[src/rtl/mc_controlunit.sv]
// Multi-cycle RV32I control unit: sequences FETCH/DECODE/EXEC/MEM/WB over a
// req/ready memory handshake, resolves branches from ALU flags, and traps on faults.
module mc_controlunit #(
  parameter int MEM_TIMEOUT = 16
) (
  input  logic        clk,
  input  logic        rst,
  input  logic [31:0] instr,
  input  logic        zero,
  input  logic        lt,
  input  logic        ltu,
  input  logic        imem_ready,
  input  logic        dmem_ready,
  output logic        imem_req,
  output logic        dmem_req,
  output logic        memrw,
  output logic        ir_we,
  output logic        pc_we,
  output logic        regrw,
  output logic [1:0]  pcsrc,
  output logic [2:0]  imm_sel,
  output logic        alusrc,
  output logic [3:0]  aluop,
  output logic [1:0]  wb,
  output logic        trap,
  output logic [1:0]  cause
);

  localparam int CNT_W = (MEM_TIMEOUT > 0) ? $clog2(MEM_TIMEOUT + 1) : 1;
  localparam logic [CNT_W-1:0] TO_LAST = CNT_W'((MEM_TIMEOUT > 0) ? MEM_TIMEOUT - 1 : 0);

  typedef enum logic [2:0] {
    S_FETCH, S_DECODE, S_EXEC, S_MEM, S_WB, S_TRAP
  } state_t;

  typedef enum logic [3:0] {
    C_ILL, C_ALU_R, C_ALU_I, C_LOAD, C_STORE, C_BRANCH, C_JAL, C_JALR, C_LUI
  } cls_t;

  state_t           state_q, state_d;
  logic [CNT_W-1:0] cnt_q, cnt_d;
  logic             trap_q, trap_d;
  logic [1:0]       cause_q, cause_d;

  cls_t       cls;
  logic [2:0] dec_imm;
  logic       dec_alusrc;
  logic [3:0] dec_aluop;
  logic       taken;
  logic       timeout_hit;

  logic [6:0] opcode;
  logic [2:0] funct3;
  logic [6:0] funct7;
  logic       unused_instr_bits;

  assign opcode = instr[6:0];
  assign funct3 = instr[14:12];
  assign funct7 = instr[31:25];
  // Register and immediate fields are consumed by the datapath, not here.
  assign unused_instr_bits = ^{instr[24:15], instr[11:7]};

  function automatic logic [3:0] alu_of(input logic [2:0] f3, input logic alt);
    case (f3)
      3'b000:  return alt ? 4'd1 : 4'd0;
      3'b001:  return 4'd2;
      3'b010:  return 4'd3;
      3'b011:  return 4'd4;
      3'b100:  return 4'd5;
      3'b101:  return alt ? 4'd7 : 4'd6;
      3'b110:  return 4'd8;
      default: return 4'd9;
    endcase
  endfunction

  always_comb begin
    cls        = C_ILL;
    dec_imm    = 3'd0;
    dec_alusrc = 1'b0;
    dec_aluop  = 4'd0;
    case (opcode)
      7'b0110011: begin
        if (funct7 == 7'b0000000) begin
          cls       = C_ALU_R;
          dec_aluop = alu_of(funct3, 1'b0);
        end else if (funct7 == 7'b0100000 && (funct3 == 3'b000 || funct3 == 3'b101)) begin
          cls       = C_ALU_R;
          dec_aluop = alu_of(funct3, 1'b1);
        end
      end
      7'b0010011: begin
        dec_alusrc = 1'b1;
        // Shift-immediates reuse funct7 as an opcode extension; other I-ops do not.
        if (funct3 == 3'b001) begin
          if (funct7 == 7'b0000000) begin
            cls       = C_ALU_I;
            dec_aluop = 4'd2;
          end
        end else if (funct3 == 3'b101) begin
          if (funct7 == 7'b0000000) begin
            cls       = C_ALU_I;
            dec_aluop = 4'd6;
          end else if (funct7 == 7'b0100000) begin
            cls       = C_ALU_I;
            dec_aluop = 4'd7;
          end
        end else begin
          cls       = C_ALU_I;
          dec_aluop = alu_of(funct3, 1'b0);
        end
      end
      7'b0000011: begin
        if (funct3 == 3'b010) cls = C_LOAD;
        dec_alusrc = 1'b1;
      end
      7'b0100011: begin
        if (funct3 == 3'b010) cls = C_STORE;
        dec_imm    = 3'd1;
        dec_alusrc = 1'b1;
      end
      7'b1100011: begin
        if (funct3 != 3'b010 && funct3 != 3'b011) cls = C_BRANCH;
        dec_imm   = 3'd2;
        dec_aluop = 4'd1;
      end
      7'b1101111: begin
        cls     = C_JAL;
        dec_imm = 3'd3;
      end
      7'b1100111: begin
        if (funct3 == 3'b000) cls = C_JALR;
        dec_alusrc = 1'b1;
      end
      7'b0110111: begin
        cls     = C_LUI;
        dec_imm = 3'd4;
      end
      default: cls = C_ILL;
    endcase
    if (cls == C_ILL) begin
      dec_imm    = 3'd0;
      dec_alusrc = 1'b0;
      dec_aluop  = 4'd0;
    end
  end

  always_comb begin
    case (funct3)
      3'b000:  taken = zero;
      3'b001:  taken = ~zero;
      3'b100:  taken = lt;
      3'b101:  taken = ~lt;
      3'b110:  taken = ltu;
      3'b111:  taken = ~ltu;
      default: taken = 1'b0;
    endcase
  end

  assign timeout_hit = (MEM_TIMEOUT != 0) && (cnt_q == TO_LAST);

  always_comb begin
    state_d  = state_q;
    cnt_d    = cnt_q;
    trap_d   = trap_q;
    cause_d  = cause_q;
    imem_req = 1'b0;
    dmem_req = 1'b0;
    memrw    = 1'b0;
    ir_we    = 1'b0;
    pc_we    = 1'b0;
    regrw    = 1'b0;
    pcsrc    = 2'd0;
    imm_sel  = 3'd0;
    alusrc   = 1'b0;
    aluop    = 4'd0;
    wb       = 2'd0;
    trap     = trap_q;
    cause    = cause_q;

    if (state_q == S_DECODE || state_q == S_EXEC || state_q == S_MEM || state_q == S_WB) begin
      imm_sel = dec_imm;
      alusrc  = dec_alusrc;
      aluop   = dec_aluop;
    end

    case (state_q)
      S_FETCH: begin
        imem_req = 1'b1;
        if (imem_ready) begin
          ir_we   = 1'b1;
          state_d = S_DECODE;
        end else if (timeout_hit) begin
          state_d = S_TRAP;
          trap_d  = 1'b1;
          cause_d = 2'd2;
        end else begin
          cnt_d = cnt_q + 1'b1;
        end
      end
      S_DECODE: begin
        if (cls == C_ILL) begin
          state_d = S_TRAP;
          trap_d  = 1'b1;
          cause_d = 2'd1;
        end else begin
          state_d = S_EXEC;
        end
      end
      S_EXEC: begin
        case (cls)
          C_BRANCH: begin
            pc_we   = 1'b1;
            pcsrc   = taken ? 2'd1 : 2'd0;
            state_d = S_FETCH;
            cnt_d   = '0;
          end
          C_LOAD, C_STORE: begin
            state_d = S_MEM;
            cnt_d   = '0;
          end
          default: state_d = S_WB;
        endcase
      end
      S_MEM: begin
        dmem_req = 1'b1;
        memrw    = (cls == C_STORE);
        if (dmem_ready) begin
          if (cls == C_STORE) begin
            pc_we   = 1'b1;
            state_d = S_FETCH;
            cnt_d   = '0;
          end else begin
            state_d = S_WB;
          end
        end else if (timeout_hit) begin
          state_d = S_TRAP;
          trap_d  = 1'b1;
          cause_d = 2'd2;
        end else begin
          cnt_d = cnt_q + 1'b1;
        end
      end
      S_WB: begin
        regrw   = 1'b1;
        pc_we   = 1'b1;
        state_d = S_FETCH;
        cnt_d   = '0;
        case (cls)
          C_LOAD: wb = 2'd1;
          C_JAL: begin
            wb    = 2'd2;
            pcsrc = 2'd1;
          end
          C_JALR: begin
            wb    = 2'd2;
            pcsrc = 2'd2;
          end
          C_LUI:   wb = 2'd3;
          default: wb = 2'd0;
        endcase
      end
      S_TRAP:  state_d = S_TRAP;
      default: state_d = S_FETCH;
    endcase

    // Reset silences every output in the cycle it is sampled, aborting any write.
    if (rst) begin
      state_d  = S_FETCH;
      cnt_d    = '0;
      trap_d   = 1'b0;
      cause_d  = 2'd0;
      imem_req = 1'b0;
      dmem_req = 1'b0;
      memrw    = 1'b0;
      ir_we    = 1'b0;
      pc_we    = 1'b0;
      regrw    = 1'b0;
      pcsrc    = 2'd0;
      imm_sel  = 3'd0;
      alusrc   = 1'b0;
      aluop    = 4'd0;
      wb       = 2'd0;
      trap     = 1'b0;
      cause    = 2'd0;
    end
  end

  always_ff @(posedge clk) begin
    if (rst) begin
      state_q <= S_FETCH;
      cnt_q   <= '0;
      trap_q  <= 1'b0;
      cause_q <= 2'd0;
    end else begin
      state_q <= state_d;
      cnt_q   <= cnt_d;
      trap_q  <= trap_d;
      cause_q <= cause_d;
    end
  end

endmodule

[config.mk]
export PLATFORM = sky130hd
export DESIGN_NAME = mc_controlunit
export DESIGN_NICKNAME = d
export VERILOG_FILES = /design/src/rtl/mc_controlunit.sv
export SDC_FILE = /design/constraint.sdc
export NUM_CORES = 1
export LEC_CHECK = 0
export CORE_UTILIZATION = 40
export CTS_CLUSTER_SIZE = 30
export DETAILED_ROUTE_END_ITERATION = 12
export MAX_ROUTING_LAYER = met4
export PLACE_DENSITY = 0.77
export SYNTH_ARGS = -nofsm -noshare
export SYNTH_HDL_FRONTEND = slang
export SYNTH_SLANG_ARGS = --single-unit
[constraint.sdc]
create_clock -name clk -period 8.3 [get_ports clk]
set_input_delay 2.49 -clock clk [delete_from_list [all_inputs] [get_ports clk]]
set_output_delay 2.49 -clock clk [all_outputs]
set_load 0.05 [all_outputs]
; Yosys cells after proc, flatten, opt, wreduce, memory -nomap -nowiden
; Index checks and enable logic that the tools add are counted.
[word_totals]
ff_bits = 11
latchBits = 0
ram_bits = 0
romBits = 0
in_bits = 39
output_inout_bits = 21
elab_cells = 144
memories = 0
[classes]
n_addsub = 1
n_mul = 0
div_mod_pow = 0
magnitude_cmp = 0
eq_ne = 35
n_shift = 0
muxes = 83
bitwise_logic = 3
n_reduce_logical = 18
[op_table]
columns = op, n
row1 = 4-bit one-hot mux with 7 select lines, 2
row2 = 3-bit 2-to-1 mux, 13
row3 = 4-bit 2-to-1 mux, 9
row4 = 4-bit one-hot mux with 8 select lines, 1
row5 = 7-bit by 6-bit equality test with 1-bit output (second input constant), 4
row6 = 1-bit 2-to-1 mux, 28
row7 = 5-bit 2-to-1 mux, 5
row8 = 2-bit 2-to-1 mux, 12
row9 = 7-bit equality test (second input constant), 3
row10 = 4-bit one-hot mux with 5 select lines, 1
row11 = 5-bit one-hot mux with 4 select lines, 1
row12 = 3-bit equality test (second input constant), 6
row13 = 4-bit by 3-bit equality test with 1-bit output (second input constant), 4
row14 = 3-bit one-hot mux with 5 select lines, 1
row15 = 3-bit by 2-bit equality test with 1-bit output (second input constant), 4
row16 = 2-bit one-hot mux with 3 select lines, 2
row17 = 3-bit one-hot mux with 4 select lines, 1
row18 = 4-bit one-hot mux with 3 select lines, 1
row19 = 3-bit by 2-bit inequality test with 1-bit output (second input constant), 3
row20 = 2-bit inequality test (second input constant), 4
row21 = 2-bit one-hot mux with 2 select lines, 2
row22 = 4-bit AND reduction, 2
row23 = 7-bit by 2-bit equality test with 1-bit output (second input constant), 1
row24 = 7-bit by 5-bit equality test with 1-bit output (second input constant), 1
row25 = 19 further kinds, 29

; Logic depth before layout (Yosys ltp)
; Gate-level depths: netlist of the first run.
[depth]
depth_word = 11
mapped_depth = 7
depth_no_buf = 7

; Worst setup path after synthesis of the first run
; OpenSTA, ideal clock, no wires.
[synth_path]
path_type = input port to output port
from = input instr[13]
to = output pcsrc[0]
arrival_ns = 6.097
required_time_ns = 5.810
path_slack_ns = -0.287
stages = 7
n_path_buf = 1
path_cell_list = clkbuf_1 -> nor2b_1 -> nor4b_1 -> a31oi_1 -> and2_4 -> nand2_1 -> a2111oi_0
[synth_via]
elab_chain_cells = 10
word_cells_on_any_way = 30
cone_classes = eq/ne (11) / mux (15) / reduce/logical (4)
[synth_rtl]
columns = element, line
row1 = "start, declared", 8  ; input logic [31:0] instr,
row2 = 3-bit equality test or 3-bit logical NOT (tied branches), n/a
row3 = 1-bit logical OR, 86  ; end else if (funct7 == 7'b0100000 && (funct3 == 3'b000 || funct3 == 3'b101)) begin
row4 = 1-bit logical AND, 86
row5 = 1-bit 2-to-1 mux, 86
row6 = 1-bit 2-to-1 mux, 83  ; if (funct7 == 7'b0000000) begin
row7 = 4-bit one-hot mux with 8 select lines, 81  ; case (opcode)
row8 = "4-bit by 3-bit equality test with 1-bit output, on equally long branches", "248, 210"
row9 = 2-bit one-hot mux with 2 select lines or 1-bit 2-to-1 mux (tied branches), "248, 210"
row10 = 2-bit one-hot mux with 2 select lines *, 186  ; case (state_q)
row11 = 2-bit 2-to-1 mux *, 267  ; if (rst) begin
row12 = "end, declared", 20  ; output logic [1:0] pcsrc,
; Every way passes the cells marked *; elsewhere a longest branch is shown, timed or not.

; Final worst setup path of the first run
[layout_path]
from = input instr[2]
to = output pc_we
[layout_via]
elab_chain_cells = 7
word_cells_on_any_way = 16
cone_classes = eq/ne (10) / mux (6)
[layout_rtl]
columns = element, line
row1 = 7-bit by 6-bit equality test with 1-bit output (tied with other cells), 81
row2 = 4-bit one-hot mux with 8 select lines *, 81
row3 = 4-bit by 3-bit equality test with 1-bit output, 228  ; if (cls == C_STORE) begin
row4 = 1-bit 2-to-1 mux, 228
row5 = 1-bit 2-to-1 mux, 227  ; if (dmem_ready) begin
row6 = 1-bit one-hot mux with 3 select lines *, 186
row7 = 1-bit 2-to-1 mux *, 267
row8 = "end, declared", 18  ; output logic pc_we,
; Marks and branches as above.

==> reports/metrics.csv, run 1 <==
stage,metric,value,unit
synth,ys_types,49,
critical_path,cp-start-kind,primary input,
timing,fmax,130,MHz
pwr,p_seq_share,37.6,%
place,pre_cts_slack,608,ps
layout,final_cell_mix,"clkdlybuf4s50_1 (35), nand2_1 (21), nor2_1 (18)",
pwr,p_leak,0.618,nW
timing,min_period,7710,ps
timing,finalSetupViolations,0,
floorplanning,dieArea,3570,sq um
pwr,p_comb_share,41.0,%
synth,synth_edf_count,0,
layout,syn_to_final_growth,35.0,%
layout,layout.cells.most_common,clkdlybuf4s50_1,
global_routing,overflow,0,
timing,skew,5.65,ps
pwr,swShare,37.1,%
pwr,pwr-share-clk,21.4,%
cts,cts_sinks,11,
routing,first_pass_iters,4,
synth,ys.flop_type,dfxtp_1,
global_routing,grtUsageTotal,21.8,%
run_status,outcome,"finished, final reports clean",
routing,wl,3640,um
global_routing,grt_antenna_before_repair,0,
run,drv_cap,0,
synth,ys_seq_elements,11,
critical_path,cpMostUsedCell,clkdlybuf4s50_1,
critical_path,cp.buffers_inverters,2,
layout,fill_cells,331,
pwr,p_int,0.000106,W
pwr,ir_drop,0.0713,mV
timing,finalMaxSlewViolations,0,
timing,fin_ws,592,ps
critical_path,endpoint_kind,output pin,
routing,vias_per_cell,5.58,
critical_path,path_class,in2out,
cts,post_cts_buffers,0,
critical_path,crit_required,5810,ps
layout,fin_nets,271,
floorplanning,coreArea,3100,sq um
cts,clockBufferDepth,2,
place,dp.final_hpwl,2840,um
floorplanning,die_w,59.8,um
synth,synth.avg_cell_area,6.95,sq um
critical_path,worst-endpoint-arrival,5220,ps
pwr,power_density,93.7,nW/um^2
hold_path,hold_class,reg2reg,
cts,cts_max_level,1,
critical_path,cp_max_fo,8,
cts,cts-resized-gates,0,
routing,final_antenna_net_count,0,
synth,postSynthCellCount,192,
routing,routedWlPerCell,13.3,um
global_routing,grt_pass1_vias,1272,
synth,async_flop_share,0,%
global_routing,grt_max_degree,18,
layout,multi_input_area,1050,sq um
layout,seq_area,220,sq um
cts,hold_buffers,0,
timing,rsz0062_at_grt,false,
cts,clk_pin_slew,60,ps
timing,finalHoldViolations,0,
place,place_congestion,0.930,
floorplanning,die_h,59.8,um
layout,antennaDiodeCount,0,
floorplanning,start_util,43.0,%
cts,root_buffer,clkbuf_4,
timing,fin_worst_hold_slack,453,ps
routing,vias,1528,
synth,synth-seq-area-share,16.5,%
critical_path,slowest_delay,820,ps
timing,tightest_slew,579,ps
routing,drtIter0Drc,73,
global_routing,grt_pass1_wl,5900,um
critical_path,crit_family,buffers and inverters,
floorplanning,io_pins,60,
routing,post-route-drc-count,0,
synth,synthesis.nets,232,
cts,cts_tree,done,
critical_path,critPathSlowestCell,clkdlybuf4s50_1,
timing,period_share,92.9,%
timing,finalSetupTns,0,ps
timing,slew_headroom,60.9,%
synth,yosys_warnings,0,
cts,clkLatencyLatePin,270,ps
cts,cts_inserted_buffers,3,
layout,drive_above_1_share,10.9,%
pwr,power_switching,0.0000626,W
floorplanning,rows,20,
place,port_buffers,44,
synth,synth_area,1340,sq um
critical_path,path_cells,"clkdlybuf4s50_1, nand4bb_1, nor2_1, nand4b_1, o32ai_1, nand2_1, a21oi_1, clkdlybuf4s50_1",
## cells in the mapped netlist (4+ instances only)
master	instances	area (sq um)
nand2_1	21	78.8
nor2_1	18	67.6
a21oi_1	13	65.1
dfxtp_1	11	220
clkbuf_1	10	37.5
o21ai_0	10	50.1
nor2b_1	8	50.1
inv_1	7	26.3
nand2b_1	6	37.5
nor3_1	6	30.0
and3_1	5	31.3
nand3_1	5	25.0
a211oi_1	4	30.0
a31oi_1	4	25.0
and2_1	4	25.0
nand3b_1	4	30.0
xnor2_1	4	35.0
## registers in the layout (all words and copies together), names as in the netlist
name	cells
state_q	3
trap_q	1
cnt_q	5
cause_q	2
## worst register-to-register path: stages, from the launching register on
cell	delay, ps
dfxtp_1	530
nor2b_1	350
nand4_1	280
and2_1	310
a32o_1	220
## per-layer routing
metal	GRT usage [%]	routed length [um]
met1	32.1	1860
met2	32.2	1580
met3	3.90	195
met4	0.997	0
met5	-	0
## power groups by stage
stage / clock [W] / combinational (W) / sequential [W]
3_3_place_gp: 0 / 0.0000682 / 0.0000644
2_1_floorplan: 0 / 0.0000486 / 0.0000599
4_1_cts: 0.0000377 / 0.0000689 / 0.0000633
5_1_grt: 0.0000408 / 0.0000757 / 0.0000643
3_5_place_dp: 0 / 0.0000687 / 0.0000645
6_report: 0.0000361 / 0.0000692 / 0.0000635
## through the flow
step           std cells  area, sq um  util (%)  total power [W]
6_report             274         1800      58.1         0.000169
5_1_grt              274         1800      58.1         0.000181
4_1_cts              274         1800      58.1         0.000170
3_5_place_dp         270         1780      57.2         0.000133
3_3_place_gp         270         1780      57.2         0.000133
2_1_floorplan        192         1340         -         0.000108
## path summary, 6_finish.rpt
kind / start / to / slack [ps] / cells past startpoint
setup / recovery: instr[2] / pc_we / 590 / 8
hold / removal: cause_q[0] / cause_q[0] / 450 / 2
setup reg to reg: state_q[1] / cnt_q[0] / 6500 / 4
hold reg to reg: cause_q[0] / cause_q[0] / 450 / 2
## logic make-up after synthesis
logic type | count (synthesis) | synth area share (%)
mux | 1 | 0.750
flops | 11 | 16.5
simple gates | 101 | 45.4
buf+inv | 18 | 5.06
compound gates | 56 | 28.8
xor+xnor | 4 | 2.62
fa+ha+maj | 1 | 0.937
## cell type report
type	instances	share of cell area, %
clock buffers	4	1.46
multi-input cells	163	58.2
inverters	7	1.46
repair buffers	45	23.6
well taps	44	3.06
flip-flops and latches	11	12.2
(Power assumes the default switching activity.)
==> inputs of run 2 (changes only) <==
MAX_ROUTING_LAYER = not set   (was met4)
TNS_END_PERCENT = 50   (was not set)
==> run 2 against run 1 <==
Cell area is the same; sequential share of layout area is the same; clock-buffer cell count is the same; combinational power is essentially flat; fmax is essentially flat; global-route usage shrank 0.57 points; clock skew shrank 2.0 ps; die area is the same; via count grew 0.20%; critical endpoint unchanged; largest cell class unchanged.
==> reports/metrics.csv, run 2 (same netlist as run 1, synthesis figures left out) <==
stage,metric,value,unit,change
global_routing,met1_usage,32.2,%,+0.13 points
floorplanning,rows,20,,unchanged
global_routing,grt_antenna_before_repair,0,,unchanged
routing,drtIter0Drc,67,,-8.2%
timing,finalMaxSlewViolations,0,,unchanged
timing,skew,3.67,ps,-1.97 ps
cts,cts-resized-gates,0,,unchanged
routing,post-route-drc-count,0,,unchanged
critical_path,regToRegSetupSlack,6500,ps,about the same
floorplanning,die_h,59.8,um,unchanged
pwr,p_leak,0.618,nW,unchanged
critical_path,cp.buffers_inverters,2,,unchanged
place,place_congestion,0.914,,-1.7%
pwr,power_density,93.4,nW/um^2,-0.22%
run,drv_cap,0,,unchanged
timing,fmax,130,MHz,about the same
layout,antennaDiodeCount,0,,unchanged
routing,vias_per_cell,5.59,,+0.20%
floorplanning,coreArea,3100,sq um,unchanged
critical_path,worst-endpoint-arrival,5220,ps,about the same
routing,routedWlPerCell,13.2,um,-0.69%
layout,layout.cells.most_common,clkdlybuf4s50_1,,
layout,fill_cells,331,,unchanged
layout,fin_nets,271,,unchanged
global_routing,grt_busiest_layer,met1,,
critical_path,r2r.worst_path.cells,4,,unchanged
timing,min_period,7710,ps,+5.05 ps
floorplanning,die_w,59.8,um,unchanged
cts,cts_max_level,1,,unchanged
layout,fin_area,1800,sq um,unchanged
place,dp.cells,270,,unchanged
critical_path,slowest_delay,820,ps,about the same
timing,fin_worst_hold_slack,453,ps,-0.0270 ps
layout,drive_above_1_share,10.9,%,unchanged
routing,vias,1531,,+0.20%
critical_path,cpMostUsedCell,clkdlybuf4s50_1,,
critical_path,cp-start-kind,primary input,,
cts,hold_buffers,0,,unchanged
global_routing,use_met2,32.1,%,-0.16 points
global_routing,use_met3,4.11,%,+0.22 points
critical_path,worstSetupPathDepth,8,,unchanged
timing,tightest_slew,562,ps,-17.3 ps
critical_path,critPathSlowestCell,clkdlybuf4s50_1,,
critical_path,crit_family,buffers and inverters,,
critical_path,crit_required,5810,ps,about the same
routing,final_antenna_net_count,0,,unchanged
routing,wl,3610,um,-0.69%
place,place_area,1780,sq um,unchanged
timing,slew_headroom,62.1,%,+1.2 points
place,dp.final_hpwl,2840,um,unchanged
critical_path,timing.rr.start,state_q[1],,
layout,syn_to_final_growth,35.0,%,unchanged
critical_path,endpoint_kind,output pin,,
timing,period_share,92.9,%,about the same
layout,top_regs,"cnt_q x5, state_q x3, cause_q x2",,
global_routing,grt_max_degree,18,,unchanged
hold_path,min_to,cause_q[0],,
pwr,ir_drop,0.0712,mV,about the same
hold_path,hold_start,cause_q[0],,
global_routing,overflow,0,,unchanged
hold_path,hold_path_depth,2,,unchanged
timing,finalHoldViolations,0,,unchanged
timing,rsz0062_at_grt,false,,
hold_path,hold_class,reg2reg,,
routing,first_pass_iters,4,,unchanged
cts,clockBufferDepth,2,,unchanged
layout,final_cell_mix,"clkdlybuf4s50_1 (35), nand2_1 (21), nor2_1 (18)",,
cts,cts_inserted_buffers,3,,unchanged
cts,post_cts_buffers,0,,unchanged
global_routing,grtUsageTotal,21.2,%,-0.57 points
timing,finalSetupTns,0,ps,unchanged
critical_path,path_class,in2out,,
cts,cts_sinks,11,,unchanged
pwr,totalPowerFinal,0.000168,W,-0.22%
place,port_buffers,44,,unchanged
cts,root_buffer,clkbuf_4,,
cts,clkLatencyLatePin,270,ps,about the same
cts,cts_tree,done,,
layout,largest_register_ff_count,5,,unchanged
global_routing,grt_pass1_vias,1269,,-0.24%
floorplanning,dieArea,3570,sq um,unchanged
critical_path,path_cells,"clkdlybuf4s50_1, nand4bb_1, nor2_1, nand4b_1, o32ai_1, nand2_1, a21oi_1, clkdlybuf4s50_1",,
floorplanning,start_util,43.0,%,unchanged
critical_path,cp_max_fo,8,,unchanged
critical_path,reg2reg_to,cnt_q[0],,
timing,finalSetupViolations,0,,unchanged
layout,final_cell_count_no_fill,274,,unchanged
run_status,outcome,"finished, final reports clean",,
layout,largest_register,cnt_q,,
floorplanning,io_pins,60,,unchanged
cts,clk_pin_slew,60,ps,about the same
global_routing,grt_pass1_wl,5910,um,+0.12%
## run 2: cell counts in the layout (fill, tap and decap cells not counted)
No cell type changed its count.
## run 2: tightest hold or removal path: cells and delay by family (launching register included)
| family | cells | cell delay, ps |
|---|---|---|
| flops | 1 | 300 |
| simple gates | 1 | 50 |
| compound gates | 1 | 50 |
## run 2: worst max path at each step
stage / to / slack [ps] / from
floorplan: pcsrc[0] / 370 / instr[13]
global placement: pc_we / 630 / instr[2]
detailed placement: pc_we / 610 / instr[2]
CTS: pc_we / 590 / instr[2]
global route: pc_we / 370 / instr[2]
finish: pc_we / 590 / instr[2]
## run 2: per-layer routing
metal,vias up,share of wire (%)
met5,-,0
met4,0,0
met3,0,5.0
met2,38,44
met1,692,51
li1,801,-
## run 2: area by class of cell
| cell class | instances | area, sq um | area share (%) |
|---|---|---|---|
| flip-flops and latches | 11 | 220 | 12.2 |
| clock buffers | 4 | 26.3 | 1.46 |
| well taps | 44 | 55.1 | 3.06 |
| repair buffers | 45 | 425 | 23.6 |
| multi-input cells | 163 | 1050 | 58.2 |
| inverters | 7 | 26.3 | 1.46 |
## run 2: through the flow
| step | worst slack (ps) | util (%) |
|---|---|---|
| after global placement | 634 | 57.2 |
| after floorplan | 372 | - |
| after global routing | 366 | 58.1 |
| final | 587 | 58.1 |
| after CTS | 593 | 58.1 |
| after detailed placement | 608 | 57.2 |
## run 2: power by group
| group | switching [W] | internal, W |
|---|---|---|
| Combinational | 0.0000387 | 0.0000305 |
| Sequential | 0.00000640 | 0.0000571 |
| Clock | 0.0000171 | 0.0000186 |
